## src/rtl/jk_bank_sequencer.sv

```systemverilog
// Command sequencer for a bank of JK flip-flops: turns SET/CLEAR/TOGGLE/LOAD/COUNT
// commands into one-cycle J/K pulses, waits a settle window, then returns the sampled Q.
module jk_bank_sequencer #(
  parameter int WIDTH  = 8,
  parameter int SETTLE = 2,
  parameter int CNT_W  = 4
) (
  input  logic             clk,
  input  logic             rst,
  input  logic             cmd_valid,
  output logic             cmd_ready,
  input  logic [2:0]       cmd_op,
  input  logic [WIDTH-1:0] cmd_mask,
  input  logic [WIDTH-1:0] cmd_data,
  output logic [WIDTH-1:0] J,
  output logic [WIDTH-1:0] K,
  input  logic [WIDTH-1:0] q_in,
  output logic             rsp_valid,
  output logic [WIDTH-1:0] rsp_data,
  output logic             rsp_err,
  output logic             busy
);

  localparam int SCNT_W = (SETTLE > 1) ? $clog2(SETTLE) : 1;

  localparam logic [2:0] OP_SET    = 3'd1;
  localparam logic [2:0] OP_CLEAR  = 3'd2;
  localparam logic [2:0] OP_TOGGLE = 3'd3;
  localparam logic [2:0] OP_LOAD   = 3'd4;
  localparam logic [2:0] OP_COUNT  = 3'd5;

  typedef enum logic [1:0] {IDLE, APPLY, HOLD, RESP} state_t;

  state_t              state_q, state_d;
  logic [2:0]          op_q, op_d;
  logic [CNT_W-1:0]    rem_q, rem_d;
  logic [SCNT_W-1:0]   cnt_q, cnt_d;
  logic [WIDTH-1:0]    j_q, j_d, k_q, k_d;

  // Bits that flip when q is incremented: trailing ones plus the next zero.
  function automatic logic [WIDTH-1:0] inc_mask(input logic [WIDTH-1:0] q);
    return q ^ (q + WIDTH'(1));
  endfunction

  always_comb begin
    state_d = state_q;
    op_d    = op_q;
    rem_d   = rem_q;
    cnt_d   = cnt_q;
    j_d     = '0;
    k_d     = '0;
    case (state_q)
      IDLE: begin
        if (cmd_valid) begin
          op_d    = cmd_op;
          rem_d   = cmd_data[CNT_W-1:0];
          cnt_d   = '0;
          state_d = RESP;
          case (cmd_op)
            OP_SET: begin
              state_d = APPLY;
              j_d     = cmd_mask;
            end
            OP_CLEAR: begin
              state_d = APPLY;
              k_d     = cmd_mask;
            end
            OP_TOGGLE: begin
              state_d = APPLY;
              j_d     = cmd_mask;
              k_d     = cmd_mask;
            end
            OP_LOAD: begin
              state_d = APPLY;
              j_d     = cmd_mask & cmd_data;
              k_d     = cmd_mask & ~cmd_data;
            end
            OP_COUNT: begin
              if (cmd_data[CNT_W-1:0] != '0) begin
                state_d = APPLY;
                j_d     = inc_mask(q_in);
                k_d     = inc_mask(q_in);
              end
            end
            default: ;
          endcase
        end
      end
      APPLY: begin
        state_d = HOLD;
        cnt_d   = '0;
      end
      HOLD: begin
        if (cnt_q == SCNT_W'(SETTLE - 1)) begin
          // Q has settled here, so the next COUNT step is derived from it directly.
          if (op_q == OP_COUNT && rem_q > CNT_W'(1)) begin
            rem_d   = rem_q - CNT_W'(1);
            state_d = APPLY;
            j_d     = inc_mask(q_in);
            k_d     = inc_mask(q_in);
          end else begin
            state_d = RESP;
          end
        end else begin
          cnt_d = cnt_q + SCNT_W'(1);
        end
      end
      RESP:    state_d = IDLE;
      default: state_d = IDLE;
    endcase
  end

  always_ff @(posedge clk) begin
    if (rst) begin
      state_q <= IDLE;
      rem_q   <= '0;
      cnt_q   <= '0;
      j_q     <= '0;
      k_q     <= '0;
    end else begin
      state_q <= state_d;
      rem_q   <= rem_d;
      cnt_q   <= cnt_d;
      j_q     <= j_d;
      k_q     <= k_d;
    end
  end

  always_ff @(posedge clk) begin
    op_q <= op_d;
  end

  assign J         = j_q;
  assign K         = k_q;
  assign cmd_ready = (state_q == IDLE);
  assign busy      = (state_q != IDLE);
  assign rsp_valid = (state_q == RESP);
  assign rsp_data  = (state_q == RESP) ? q_in : '0;
  assign rsp_err   = (state_q == RESP) && (op_q[2:1] == 2'b11);

endmodule
```

## config.mk

```make
export PLATFORM = sky130hd
export DESIGN_NAME = jk_bank_sequencer
export DESIGN_NICKNAME = d
export VERILOG_FILES = /design/src/rtl/jk_bank_sequencer.sv
export SDC_FILE = /design/constraint.sdc
export NUM_CORES = 1
export LEC_CHECK = 0
export CAP_MARGIN = 10
export CORE_UTILIZATION = 47
export CTS_CLUSTER_DIAMETER = 50
export DETAILED_ROUTE_END_ITERATION = 7
export GPL_TIMING_DRIVEN = 0
export PLACE_DENSITY = 0.84
export SLEW_MARGIN = 20
export SYNTH_ARGS = -nofsm -noshare
export SYNTH_HDL_FRONTEND = slang
export SYNTH_SLANG_ARGS = --single-unit
```

## constraint.sdc

```tcl
create_clock -name clk -period 3.95 [get_ports clk]
set_input_delay 0.5925 -clock clk [delete_from_list [all_inputs] [get_ports clk]]
set_output_delay 0.5925 -clock clk [all_outputs]
set_load 0.01 [all_outputs]
```

==> results.sh <==
export IMPL_fin_nets=275
export IMPL_startpoint_type="register"
export IMPL_final_max_slew_viol_count=0
export IMPL_grt_ovfl_total=0
export IMPL_synthesis_area_um2=1550
export IMPL_die_h_um=59.4
export IMPL_whs_ps=513
export IMPL_antenna_found_initial=0
export IMPL_cp_buffers_inverters=4
export IMPL_synth_top_area_cell="dfxtp_1"
export IMPL_clock_sinks=26
export IMPL_gp_congestion=0.870
export IMPL_yosys_warnings=0
export IMPL_slowest_stage="clkdlybuf4s50_1"
export IMPL_p_comb_share_pct=26.6
export IMPL_intPower_mw=0.411
export IMPL_grt_use_met1_pct=35.3
export IMPL_cts_clk_slew_worst_paths_ps=140
export IMPL_swShare_pct=29.1
export IMPL_fin_tns_setup_ps=0
export IMPL_avgSynthCellArea_um2=8.59
export IMPL_critPathCaptureType="output port"
export IMPL_ir_drop_v=0.000166
export IMPL_max_freq_mhz=407
export IMPL_fillers=256
export IMPL_switchingPower_mw=0.168
export IMPL_ant_nets=0
export IMPL_cp_required_ps=3360
export IMPL_ys_flop_type="dfxtp_1"
export IMPL_synth_area_top_cells="dfxtp_1 30%, edfxtp_1 5.8%, and3_1 5.3%, a21oi_1 3.9%, ha_1 3.2%"
export IMPL_h_tree_depth=1
export IMPL_die_w_um=59.4
export IMPL_layout_commonest_cell="clkdlybuf4s50_1"
export IMPL_ys_ff_latch=26
export IMPL_clk_path_buf_depth=2
export IMPL_postCtsSetupBuffers=0
export IMPL_fin_skew_ps=13.4
export IMPL_globalRouteTotalUtil_pct=25.0
export IMPL_routed_via_count=1627
export IMPL_synth_seq_area_share_pct=35.6
export IMPL_diodes=0
export IMPL_wire_per_inst_um=14.8
export IMPL_cts_made_buffers=3
export IMPL_hold_violations=0
export IMPL_pwr_share_clk_pct=23.8
export IMPL_clk_latency_ps=330
export IMPL_layout_common_cells="56 x clkdlybuf4s50_1, 23 x dfxtp_1, 13 x and3_1"
export IMPL_synth_cells=180
export IMPL_grt_start_max_net_pins=15
export IMPL_core_area_um2=3080
export IMPL_cts_resized=0
export IMPL_grt_pass1_vias=1434
export IMPL_drive_gt1_share_pct=6.67
export IMPL_crit_family="buffers and inverters"
export IMPL_drcViolationCount=0
export IMPL_routed_wl_um=4190
export IMPL_postCtsHoldBufs=0
export IMPL_yosysUniqueCellTypes=52
export IMPL_ios=58
export IMPL_cts_tree="yes"
export IMPL_hpwl_um=3200
export IMPL_status="finished, final reports clean"
export IMPL_crit_path_cell_trace="buf_6 > clkbuf_1 > or2_2 > inv_1 > clkdlybuf4s50_1"
export IMPL_rsz0062_at_grt="no"
export IMPL_grt_pass1_wl_um=6660
export IMPL_crit_fanout=10
export IMPL_start_util_pct=50.2
export IMPL_setup_violations=0
export IMPL_rows=20
export IMPL_synth_top_area_share_pct=29.8
export IMPL_synth_nets=214
export IMPL_seqPwrFrac_pct=49.6
export IMPL_drt_iter0_drc=106
export IMPL_drt_pre_antenna_iters=4
export IMPL_dieArea_um2=3520
export IMPL_cts_root_buffer="clkbuf_4"
export IMPL_period_needed_ps=2460
export IMPL_globalRouteMet2Util_pct=40.1
export IMPL_area_growth_syn_to_layout_pct=42.2
export IMPL_leakage_nw=0.822
export IMPL_powerDensity_nw_per_um2=264
export IMPL_viasPerCell=5.73
export IMPL_slowest_delay_ps=520
export IMPL_busiest_layer="met2"
export IMPL_relSlewSlack_pct=54.3
export IMPL_synthArstFlopShare_pct=0
export IMPL_global_route_usage_met3_pct=2.84
export IMPL_drv_cap=0
export IMPL_synth_edf_count=3
export IMPL_period_share_pct=62.2
export IMPL_hp_class="register to register"
export IMPL_critPathKind="register to output port"
export IMPL_worstMarginPinSlew_ps=676
export IMPL_cp_arrival_ps=1860
export IMPL_io_buffers=56
==> metrics by stage <==
stage	std cells	power (mW)	area [um^2]	utilization (%)	setup slack, ps
4_1_cts	284	0.580	2200	71.4	1480
3_3_place_gp	280	0.443	2160	70.2	1470
6_report	284	0.580	2200	71.4	1490
2_1_floorplan	180	0.374	1550	-	2270
3_5_place_dp	280	0.445	2160	70.2	1470
5_1_grt	284	0.604	2200	71.4	1380
==> worst register-to-register path, stage by stage, from the launching register on <==
cell and delay [ps]:
dfxtp_1 430, inv_1 80, ha_1 230, nor2_1 230, o311a_1 270, buf_2 270, nand3_1 170, o2bb2ai_1 180
==> path summary, 6_finish.rpt <==
kind         depth (start not counted)  startpoint   endpoint  slack, ps
max                                  5  state_q[0]  cmd_ready       1490
min                                  2       cnt_q      cnt_q        510
max reg2reg                          7    rem_q[0]       K[7]       2060
min reg2reg                          2       cnt_q      cnt_q        510
==> metal layers <==
layer / vias up / wire length, um / part of all wire (%)
li1: 805 / - / -
met1: 734 / 1910 / 45
met3: 7 / 304 / 7.3
met2: 81 / 1950 / 46
met4: 0 / 36 / 0.86
met5: - / 0 / 0
==> power by group through the flow <==
| stage | registers (mW) | logic [mW] | clock network, mW |
|---|---|---|---|
| after floorplan | 0.292 | 0.0817 | 0 |
| after global placement | 0.292 | 0.151 | 0 |
| after detailed placement | 0.293 | 0.153 | 0 |
| after CTS | 0.287 | 0.153 | 0.139 |
| after global routing | 0.289 | 0.168 | 0.147 |
| final | 0.287 | 0.154 | 0.138 |
==> cell type report <==
| cell class | count | area [um^2] | area share (%) |
|---|---|---|---|
| well taps | 44 | 55.1 | 2.50 |
| multi-input cells | 139 | 923 | 42.0 |
| flip-flops and latches | 26 | 551 | 25.0 |
| clock buffers | 4 | 36.3 | 1.65 |
| inverters | 6 | 22.5 | 1.02 |
| repair buffers | 56 | 561 | 25.5 |
| plain buffers | 9 | 50.0 | 2.28 |
==> cell families after synthesis <==
group                    Yosys count  share of synthesized area, %
AO/OA/AOI/OAI                     64                          29.5
AND/OR/NAND/NOR                   70                          26.5
buffers and inverters             15                          4.69
flip-flops                        26                          35.6
XOR/XNOR                           1                         0.566
adder cells (fa/ha/maj)            4                          3.24
==> flip-flops by register name (all words and copies together), names as in the netlist <==
name	flops
J	8
K	8
cnt_q	1
op_q	3
rem_q	4
state_q	2
==> synthesized netlist by cell type (4+ instances only) <==
cell type,count
dfxtp_1,23
and3_1,13
a21oi_1,12
nand2_1,11
nor2_1,11
nand3_1,9
o21ai_1,8
a22oi_1,6
clkbuf_1,6
a21o_1,5
inv_1,5
o211ai_1,5
ha_1,4
nor2b_1,4
o21bai_1,4
(Power assumes the default switching activity.)
